===== config.mk =====
export PLATFORM = sky130hd
export DESIGN_NAME = lap_control
export DESIGN_NICKNAME = d
export VERILOG_FILES = /design/src/rtl/lap_control_pkg.sv /design/src/rtl/lap_control_buffer.sv /design/src/rtl/lap_control.sv
export SDC_FILE = /design/constraint.sdc
export NUM_CORES = 1
export LEC_CHECK = 0
export ABC_AREA = 0
export ABC_CLOCK_PERIOD_IN_PS = 2300
export CORE_ASPECT_RATIO = 1.4
export CORE_MARGIN = 1.5
export CORE_UTILIZATION = 50
export CTS_BUF_LIST = sky130_fd_sc_hd__clkbuf_8
export DETAILED_ROUTE_END_ITERATION = 8
export GPL_TIMING_DRIVEN = 0
export PLACE_DENSITY = 0.8
export SYNTH_ARGS = -nofsm -noshare
export SYNTH_HDL_FRONTEND = slang
export SYNTH_SLANG_ARGS = --single-unit

===== constraint.sdc =====
create_clock -name clk -period 2.3 [get_ports clk]
set_clock_uncertainty 0.2 [all_clocks]
set_input_delay 0.46 -clock clk [delete_from_list [all_inputs] [get_ports clk]]
set_output_delay 0.46 -clock clk [all_outputs]
set_load 0.05 [all_outputs]

===== src/rtl/lap_control_pkg.sv =====
// Shared types and constants for the stopwatch front-panel sequencer.
//   state_t     : sequencer states
//   time_rec_t  : one time value {tenths, seconds, minutes}, 16 bits
//   MAX_*       : largest displayable time, 9:59.9
package lap_control_pkg;

  typedef enum logic [2:0] {
    IDLE,
    RUN,
    SPLIT,
    STOP,
    RECALL
  } state_t;

  typedef struct packed {
    logic [3:0] q0;
    logic [7:0] qs;
    logic [3:0] qm;
  } time_rec_t;

  localparam logic [3:0] MAX_Q0 = 4'd9;
  localparam logic [7:0] MAX_QS = 8'd59;
  localparam logic [3:0] MAX_QM = 4'd9;

endpackage


===== src/rtl/lap_control_buffer.sv =====
// lap_buffer: LAPS-entry register file holding captured split times.
// Storage has no reset; entries are only meaningful below the lap count.
//   clk   : system clock
//   we    : write enable, writes wdata to mem[waddr] on the rising edge
//   waddr : write address
//   wdata : time record to store
//   raddr : asynchronous read address
//   rdata : mem[raddr]
module lap_buffer
  import lap_control_pkg::*;
#(
  parameter int unsigned LAPS  = 4,
  parameter int unsigned IDX_W = 2
) (
  input  logic             clk,
  input  logic             we,
  input  logic [IDX_W-1:0] waddr,
  input  time_rec_t        wdata,
  input  logic [IDX_W-1:0] raddr,
  output time_rec_t        rdata
);

  time_rec_t mem [LAPS];

  always_ff @(posedge clk) begin
    if (we) mem[waddr] <= wdata;
  end

  assign rdata = mem[raddr];

endmodule


===== src/rtl/lap_control.sv =====
// lap_control: two-button stopwatch sequencer. Drives the timing group's
// count enable and clear, captures splits into a lap buffer, recalls them
// after stopping, and muxes the time shown on the display.
// Optional build macro STOPWATCH_SATURATE_EN: stop at 9:59.9 instead of
// letting the timing group wrap.
//   clk, reset           : clock, asynchronous active-high reset
//   ss_pulse, lr_pulse   : start/stop and lap/reset one-cycle presses
//   live_q0/qs/qm        : live time from the timing group
//   count, clr           : timing enable, one-cycle synchronous clear
//   disp_q0/qs/qm, hold  : displayed time, high when showing a stored value
//   lap_cnt, lap_idx     : laps stored, lap currently recalled
//   lap_full             : lap buffer full
module lap_control
  import lap_control_pkg::*;
#(
  parameter int unsigned LAPS  = 4,
  parameter int unsigned IDX_W = 2
) (
  input  logic             clk,
  input  logic             reset,
  input  logic             ss_pulse,
  input  logic             lr_pulse,
  input  logic [3:0]       live_q0,
  input  logic [7:0]       live_qs,
  input  logic [3:0]       live_qm,
  output logic             count,
  output logic             clr,
  output logic [3:0]       disp_q0,
  output logic [7:0]       disp_qs,
  output logic [3:0]       disp_qm,
  output logic             hold,
  output logic [IDX_W:0]   lap_cnt,
  output logic [IDX_W-1:0] lap_idx,
  output logic             lap_full
);

  state_t           state, state_n;
  logic [IDX_W:0]   cnt_n;
  logic [IDX_W-1:0] idx_n;
  time_rec_t        split, split_n;
  logic             clr_n;
  logic             we;
  logic             sat;
  time_rec_t        live, lap_rd, disp;
  logic [IDX_W:0]   idx_inc;

  assign live = '{q0: live_q0, qs: live_qs, qm: live_qm};

`ifdef STOPWATCH_SATURATE_EN
  assign sat = ((state == RUN) || (state == SPLIT)) &&
               (live_q0 == MAX_Q0) && (live_qs == MAX_QS) && (live_qm == MAX_QM);
`else
  assign sat = 1'b0;
`endif

  assign lap_full = (lap_cnt == (IDX_W+1)'(LAPS));
  assign idx_inc  = {1'b0, lap_idx} + (IDX_W+1)'(1);

  lap_buffer #(
    .LAPS  (LAPS),
    .IDX_W (IDX_W)
  ) u_buf (
    .clk   (clk),
    .we    (we),
    .waddr (lap_cnt[IDX_W-1:0]),
    .wdata (live),
    .raddr (lap_idx),
    .rdata (lap_rd)
  );

  always_ff @(posedge clk or posedge reset) begin
    if (reset) begin
      state   <= IDLE;
      lap_cnt <= '0;
      lap_idx <= '0;
      split   <= '0;
      clr     <= 1'b0;
    end else begin
      state   <= state_n;
      lap_cnt <= cnt_n;
      lap_idx <= idx_n;
      split   <= split_n;
      clr     <= clr_n;
    end
  end

  // Saturation outranks both buttons; ss outranks lr everywhere.
  always_comb begin
    state_n = state;
    cnt_n   = lap_cnt;
    idx_n   = lap_idx;
    split_n = split;
    clr_n   = 1'b0;
    we      = 1'b0;
    unique case (state)
      IDLE: begin
        if (ss_pulse) state_n = RUN;
      end
      RUN: begin
        if (sat || ss_pulse) begin
          state_n = STOP;
        end else if (lr_pulse) begin
          split_n = live;
          state_n = SPLIT;
          if (!lap_full) begin
            we    = 1'b1;
            cnt_n = lap_cnt + (IDX_W+1)'(1);
          end
        end
      end
      SPLIT: begin
        if (sat || ss_pulse) state_n = STOP;
        else if (lr_pulse)   state_n = RUN;
      end
      STOP: begin
        if (ss_pulse) begin
          state_n = RUN;
        end else if (lr_pulse) begin
          idx_n = '0;
          if (lap_cnt != '0) begin
            state_n = RECALL;
          end else begin
            state_n = IDLE;
            clr_n   = 1'b1;
          end
        end
      end
      RECALL: begin
        if (ss_pulse) begin
          state_n = STOP;
          idx_n   = '0;
        end else if (lr_pulse) begin
          if (idx_inc < lap_cnt) begin
            idx_n = lap_idx + IDX_W'(1);
          end else begin
            state_n = IDLE;
            clr_n   = 1'b1;
            cnt_n   = '0;
            idx_n   = '0;
          end
        end
      end
      default: state_n = IDLE;
    endcase
  end

  always_comb begin
    disp = live;
    if (state == SPLIT)  disp = split;
    if (state == RECALL) disp = lap_rd;
  end

  assign count   = ((state == RUN) || (state == SPLIT)) && !sat;
  assign hold    = (state == SPLIT) || (state == RECALL);
  assign disp_q0 = disp.q0;
  assign disp_qs = disp.qs;
  assign disp_qm = disp.qm;

endmodule


==> metrics.csv, run 1 <==
metric;value;unit
vias in the first global route;2557;
iteration count of the initial detailed-routing pass;4;
largest net degree at the start of global routing;26;
DR vias;2448;
share of layout cells above drive strength 1;39.1;%
prevailing post-synth register cell;edfxtp_1;
HP Class;reg2reg;
Die Wd;78.4;microns
DIE HEIGHT;109;microns
All-Layer GR Usage;22.6;%
f_max;0.389;GHz
Area growth syn-to-layout;29.9;%
Final ANT Viol Nets;0;
Worst-path clk slew;0.09;ns
CP peak stage delay;0.43;ns
DR iter-0 viols;151;
I/O pins;45;
Reg-to-Reg Start;lap_idx[0]$_DFFE_PP0P_;
Final setup viols;17;
library cells used by synthesis;37;
ant diodes;0;
WL/cell;20.5;microns
clk buf depth;2;
Critical Path Slowest Stage Cell;dfrtp_1;
Final GP Congestion;0.870;
commonest non-fill, non-tap cell in the layout;edfxtp_1;
WP data arrival;1.91;ns
worst skew pair latency;0.35;ns
full die area;8510;sq um
Setup TNS;-4.03;ns
Buf+Inv Stages, Crit Path;3;
FILL cells;530;
crit path kind;reg2out;
clock net sink count;89;
number of synthesized register bits;89;
Max-Slew Margin vs Limit;30.2;%
final WL;8.77;mm
Critical path origin;state[1]$_DFFE_PP0P_;
drt drc;0;
Worst Path Required;1.64;ns
fin crit period;2.57;ns
Critical Path Start Type;register;
Initial Util;51.3;%
Post-Synthesis Cells;256;
number of antenna violations at the first check in global routing;0;
Post-synth EDFFs;64;
Overflow after GRT;0;
Setup WS post-layout;-0.273;ns
H-tree Lvls;3;
Leak Pwr;1.86;nW
most frequent cells in the layout;edfxtp_1, dfrtp_1, nand2_1, clkdlybuf4s50_1, buf_6;
worst hold start;split[3]$_DFFE_PP0P_;
status;complete, but fails checks;
worst slew pin tran;1.05;ns
FFs w/ async S/R, synth;28.1;%
CP Max Fanout;7;
input/output buffers;44;
mapped cell area;3980;sq um
crit-path cells;nor2b_4, and2b_1, buf_8, buf_12, mux2i_2, o21ai_2, buf_6;
Pwr Density;1030;nW/um^2
Final Max Tran Viols;0;
Synth Area per Inst;15.5;sq um
max-cap viol count;0;
Fin Hold WS;0.316;ns
Yosys Warn Count;0;
Root Buffer;clkbuf_8;
final worst path period share;112;%
Crit path max-delay family;buffers and inverters;
clock buffers created by TritonCTS;9;
first-pass GRT wire length;13.8;mm
Fin. Hold Viols;0;
Synthesized Nets;283;
Final Core Density;66.7;%
RSZ-0062 raised after global routing;yes;
failing checks;negative setup slack;
nets@finish;349;
crit end category;primary output;
CORE AREA;7750;sq um
register area share after synthesis;64.0;%
Via-to-Cell Ratio;5.73;
CTS tree;built;
R2R Setup Slk;0.10;ns
dpl hpwl;5.06;mm
Rows;38;
Peak supply drop;0.000816;V
==> logic make-up (layout without fill, tap and decap cells) <==
family / count (synthesis) / in the layout / synth area share (%)
buffers and inverters: 20 / 91 / 3.49
AO/OA/AOI/OAI: 41 / 41 / 6.01
AND/OR/NAND/NOR: 50 / 50 / 6.42
adder cells (fa/ha/maj): 7 / 7 / 2.20
flip-flops: 89 / 89 / 64.0
multiplexers: 48 / 48 / 17.6
XOR/XNOR: 1 / 1 / 0.220
==> state kept, by name (all words and copies together), names as in the netlist <==
signal,cells
split,16
state,3
clr,1
lap_cnt,3
u_buf.mem,64
lap_idx,2
==> through the flow <==
stage | total power [W] | instance area [sq um] | std cells | setup WS [ns]
after floorplan | 0.00354 | 4110 | 256 | -0.0960
after global placement | 0.00403 | 4670 | 400 | -0.940
after detailed placement | 0.00408 | 4670 | 400 | -0.940
after CTS | 0.00526 | 5140 | 428 | -0.321
after global routing | 0.00555 | 5170 | 427 | -0.341
final | 0.00533 | 5170 | 427 | -0.273
==> final cells by class <==
cell class | instances | area, sq um | area share (%)
multi-input cells | 147 | 1560 | 30.3
inverters | 7 | 26.3 | 0.508
clock inverters | 6 | 23.8 | 0.460
flip-flops and latches | 89 | 2550 | 49.4
clock buffers | 10 | 138 | 2.66
repair buffers | 57 | 619 | 12.0
plain buffers | 11 | 120 | 2.32
well taps | 100 | 125 | 2.42
==> power by group <==
part	switching [W]	leakage, nW	internal, W
clock	0.000506	0.102	0.000402
combinational	0.00123	0.879	0.000986
sequential	0.000215	0.877	0.00199
total	0.00195	1.86	0.00337
==> worst register-to-register path: cells and delay by family, from the launching register on <==
family | cells | cell delay [ns]
buf+inv | 1 | 0.18
fa+ha+maj | 2 | 0.60
flops | 1 | 0.49
simple gates | 2 | 0.17
compound gates | 2 | 0.43
==> synth_stat cells, drive strengths merged, types with 2 or more instances <==
cell type,n,area (sq um)
ha,7,87.6
dfrtp,25,626
or2,2,12.5
and2b,2,15.0
o22ai,2,12.5
a2bb2oi,3,26.3
mux2i,16,160
nand3,2,10.0
nand2,24,90.1
a21oi,6,30.0
mux4,16,360
nor3b,2,15.0
and2,4,25.0
nand4,3,18.8
clkbuf,2,7.51
nor2,7,26.3
o21ai,24,120
mux2,16,180
buf,11,105
inv,7,26.3
edfxtp,64,1920
==> routing by layer <==
| metal | track usage (%) | wire, microns |
|---|---|---|
| met1 | 26.9 | 3440 |
| met2 | 39.7 | 4800 |
| met3 | 3.80 | 388 |
| met4 | 11.4 | 137 |
| met5 | 0 | 0 |
==> final timing paths <==
kind | end | cells after the start
worst max-delay path | disp_qm[0] | 7
worst min-delay path | split[3]$_DFFE_PP0P_ | 1
worst max register to register | lap_cnt[1]$_DFFE_PP0P_ | 7
worst min register to register | split[3]$_DFFE_PP0P_ | 1
max in group asynchronous | lap_idx[1]$_DFFE_PP0P_ | 2
min in group asynchronous | split[3]$_DFFE_PP0P_ | 2
==> timing repair <==
| item | CTS | global route |
|---|---|---|
| pin swaps | 3 | 3 |
| resized for setup | 164 | 19 |
| hold buffers | 0 | 0 |
| setup buffers | 10 | 1 |
| cloned | 2 | 0 |
| setup endpoints to repair | 85 | 37 |
Power figures use the tool's default switching activity.
==> run 2, diff against run 1 <==
RECOVER_POWER = 25   (was not set)
REMOVE_ABC_BUFFERS = 1   (was not set)
==> metrics.csv, run 2 (synthesis gave the netlist of run 1 again) <==
metric;value;unit
Root Buffer;clkbuf_8;
Final GP Congestion;0.873;
clk buf depth;2;
Fin. Hold Viols;0;
final WL;8.77;mm
largest net degree at the start of global routing;26;
crit-path cells;buf_12, mux4_2, nand2_2, o21ai_2, buf_6;
CP Max Fanout;8;
worst slew pin tran;1.08;ns
Setup WS post-layout;-0.155;ns
Pwr Density;1040;nW/um^2
RSZ-0062 raised after global routing;yes;
DR iter-0 viols;180;
clock net sink count;89;
Max-Slew Margin vs Limit;28.1;%
Area growth syn-to-layout;27.3;%
status;complete, but fails checks;
input/output buffers;44;
share of layout cells above drive strength 1;42.3;%
biggest regs;u_buf.mem x64, split x16;
most frequent cells in the layout;edfxtp_1, buf_6, dfrtp_1, mux4_2;
crit path kind;reg2out;
final worst path period share;107;%
nets@finish;348;
DIE HEIGHT;109;microns
Leak Pwr;1.82;nW
Critical Path Start Type;register;
Critical Path Slowest Stage Cell;mux4_2;
Rows;38;
Worst-path clk slew;0.09;ns
iteration count of the initial detailed-routing pass;4;
Initial Util;51.3;%
Peak supply drop;0.000759;V
CTS tree;built;
number of antenna violations at the first check in global routing;0;
placed cell area;4480;sq um
crit end category;primary output;
failing checks;negative setup slack;
CORE AREA;7750;sq um
f_max;0.407;GHz
ant diodes;0;
dpl hpwl;4.75;mm
Overflow after GRT;0;
Final Max Tran Viols;0;
Final Core Density;65.4;%
Most flops, register;u_buf.mem;
Final ANT Viol Nets;0;
Final setup viols;17;
WP data arrival;1.80;ns
drt drc;0;
met2 routed wirelength;4.67;mm
All-Layer GR Usage;20.6;%
Die Wd;78.4;microns
Pwr Total;0.00526;W
hold_buf cts;0;
vias in the first global route;2466;
first-pass GRT wire length;12.7;mm
commonest non-fill, non-tap cell in the layout;edfxtp_1;
Fin Hold WS;0.313;ns
R2R Setup Slk;0.01;ns
clock buffers created by TritonCTS;9;
Setup TNS;-2.27;ns
max-cap viol count;0;
fin crit period;2.46;ns
max FFs per register;64;
metal3 WL;456;microns
worst skew pair latency;0.36;ns
CP peak stage delay;0.51;ns
I/O pins;45;
fin area;5060;sq um
HP Class;reg2reg;
DRT met1 WL;3.45;mm
H-tree Lvls;3;
DR vias;2476;
Worst Path Required;1.64;ns
full die area;8510;sq um
top sig layer;met4;
Via-to-Cell Ratio;5.81;
WL/cell;20.6;microns
run 2: cell count changes in the layout (fill, tap and decap cells not counted), sizes merged:
cell,change
clkdlybuf4s15,+1
buf,-3
dlygate4sd3,+12
clkdlybuf4s50,-13
and2,+3
clkinv,-1
run 2: repair_timing:
action                     4_1_cts  5_1_grt
buffers inserted                15        2
gates resized for setup        178       42
setup endpoints to repair       94       86
cloned                           0        3
pin swaps                       12       18
run 2: final cells by class:
cell class | count | area (sq um)
fill | 532 | 2690
tap | 100 | 125
clock inverter | 5 | 18.8
timing repair buffer | 64 | 679
sequential | 89 | 2560
clock buffer | 11 | 151
multi-input combinational | 150 | 1500
inverter | 7 | 26.3
run 2: worst max-delay path: cells and delay by family (launching register included):
kind	cells	cell delay [ns]
buf+inv	2	0.31
simple gates	1	0.08
flops	1	0.48
compound gates	1	0.06
mux	1	0.51
run 2: report_power, final:
part / internal (W) / switching, W / total (W)
registers: 0.00199 / 0.000181 / 0.00218
logic: 0.000919 / 0.00123 / 0.00215
clock network: 0.000433 / 0.000501 / 0.000934
run 2: final timing paths:
kind,start,endpoint,cells past startpoint
hold / removal,split[3]$_DFFE_PP0P_,split[3]$_DFFE_PP0P_,1
min in group asynchronous,reset,state[2]$_DFFE_PP0P_,2
setup reg to reg,lap_idx[0]$_DFFE_PP0P_,lap_idx[0]$_DFFE_PP0P_,8
hold reg to reg,split[3]$_DFFE_PP0P_,split[3]$_DFFE_PP0P_,1
setup / recovery,lap_idx[0]$_DFFE_PP0P_,disp_qs[7],5
max in group asynchronous,reset,lap_idx[0]$_DFFE_PP0P_,2
run 2: metal layers:
layer	vias to the layer above	track usage [%]
li1	1119	-
met1	1243	26.2
met2	99	33.7
met3	15	3.21
met4	0	11.6
met5	-	0
run 2: stage by stage:
step | worst slack [ns] | instances
4_1_cts | -0.147 | 421
3_3_place_gp | -3.48 | 387
2_1_floorplan | -2.03 | 243
5_1_grt | -0.210 | 426
6_report | -0.155 | 426
3_5_place_dp | -1.21 | 390
==> run 3, diff against run 2 <==
PLACE_DENSITY = 0.85   (was 0.8)
==> metrics.csv, run 3 (synthesis gave the netlist of run 1 again) <==
metric;value;unit
status;complete, but fails checks;
failing checks;negative setup slack;
DR iter-0 viols;263;
number of antenna violations at the first check in global routing;0;
max-cap viol count;0;
I/O pins;45;
Root Buffer;clkbuf_8;
Via-to-Cell Ratio;5.97;
worst slew pin tran;1.13;ns
fin crit period;2.49;ns
worst skew pair latency;0.36;ns
HP Class;reg2reg;
drt drc;0;
hold depth;1;
first-pass GRT wire length;13.2;mm
Initial Util;51.3;%
Worst Path Required;1.64;ns
most frequent cells in the layout;edfxtp_1, dfrtp_1, buf_6, mux4_2, buf_4;
crit path kind;reg2out;
Final ANT Viol Nets;0;
clock buffers created by TritonCTS;9;
Final GP Congestion;0.865;
Die Wd;78.4;microns
Critical Path Start Type;register;
Worst Hold Path EP;split[9]$_DFFE_PP0P_;
Leak Pwr;1.87;nW
hold_buf cts;0;
Peak supply drop;0.000673;V
max FFs per register;64;
placed cells;390;
Setup TNS;-2.17;ns
DR vias;2583;
Reg-to-Reg Start;state[1]$_DFFE_PP0P_;
Pwr Density;1040;nW/um^2
Final Max Tran Viols;0;
f_max;0.401;GHz
Fin Hold WS;0.314;ns
final worst path period share;108;%
Area growth syn-to-layout;29.3;%
H-tree Lvls;3;
largest net degree at the start of global routing;26;
Worst-path clk slew;0.08;ns
RSZ-0062 raised after global routing;yes;
dpl hpwl;4.82;mm
worst-case reg-to-reg path depth;7;
share of layout cells above drive strength 1;42.9;%
Final setup viols;17;
clock net sink count;89;
CORE AREA;7750;sq um
worst hold start;split[9]$_DFFE_PP0P_;
input/output buffers;44;
clk buf depth;2;
Setup WS post-layout;-0.193;ns
WL/cell;21.9;microns
crit end category;primary output;
iteration count of the initial detailed-routing pass;4;
Max-Slew Margin vs Limit;24.5;%
Overflow after GRT;0;
R2R Setup Slk;0.02;ns
Fin. Hold Viols;0;
DIE HEIGHT;109;microns
FILL cells;493;
All-Layer GR Usage;21.6;%
ant diodes;0;
commonest non-fill, non-tap cell in the layout;edfxtp_1;
Rows;38;
Most flops, register;u_buf.mem;
Final Core Density;66.4;%
final WL;9.46;mm
final non-filler cell total;433;
CTS tree;built;
CP Max Fanout;12;
full die area;8510;sq um
nets@finish;355;
biggest regs;u_buf.mem x64, split x16;
WP data arrival;1.83;ns
R2R Path End;u_buf.mem[0][8]$_DFFE_PP_;
vias in the first global route;2541;
-- run 3: worst max path at each step --
stage                           start    endpoint  slack, ns  cells past startpoint
2_1_floorplan    state[0]$_DFFE_PP0P_  disp_q0[3]      -2.03                      2
3_3_place_gp     state[0]$_DFFE_PP0P_  disp_qs[7]      -3.44                      3
3_5_place_dp     state[1]$_DFFE_PP0P_  disp_q0[3]      -1.30                      5
4_1_cts        lap_idx[0]$_DFFE_PP0P_  disp_qm[2]      -0.16                      5
5_1_grt          state[2]$_DFFE_PP0P_  disp_q0[3]      -0.23                      6
6_report         state[2]$_DFFE_PP0P_  disp_q0[3]      -0.19                      6
-- run 3: final cells by class --
type	instances	area [sq um]	area share [%]
sequential	89	2560	49.7
multi-input combinational	150	1510	29.3
timing repair buffer	71	761	14.8
clock buffer	11	151	2.94
tap	100	125	2.43
inverter	7	26.3	0.511
clock inverter	5	18.8	0.365
-- run 3: per-layer routing --
layer	wire length, microns	GRT usage (%)
met5	0	0
met4	233	12.0
met3	399	4.56
met2	5230	37.4
met1	3600	24.8
-- run 3: report_power, final --
group          total [W]  switching (W)  internal, W
registers        0.00217       0.000181      0.00199
clock network   0.000950       0.000516     0.000434
logic            0.00221        0.00126     0.000956
-- run 3: metrics by stage --
stage / area (sq um) / worst slack (ns) / total power, W
floorplan: 3860 / -2.03 / 0.00337
CTS: 4920 / -0.164 / 0.00511
finish: 5140 / -0.193 / 0.00534
global route: 5140 / -0.231 / 0.00554
global placement: 4430 / -3.44 / 0.00385
detailed placement: 4480 / -1.30 / 0.00393
-- run 3: what timing repair did --
item,in CTS,in global routing
setup buffers,19,4
resized for setup,176,50
cloned,0,4
setup endpoints to repair,93,86
pin swaps,12,12
-- run 3: critical path: stages (launching register included) --
cell	delay (ns)
dfrtp_2	0.45
nor2b_4	0.13
and2b_4	0.17
buf_12	0.16
mux2i_2	0.30
o21ai_4	0.09
buf_8	0.15
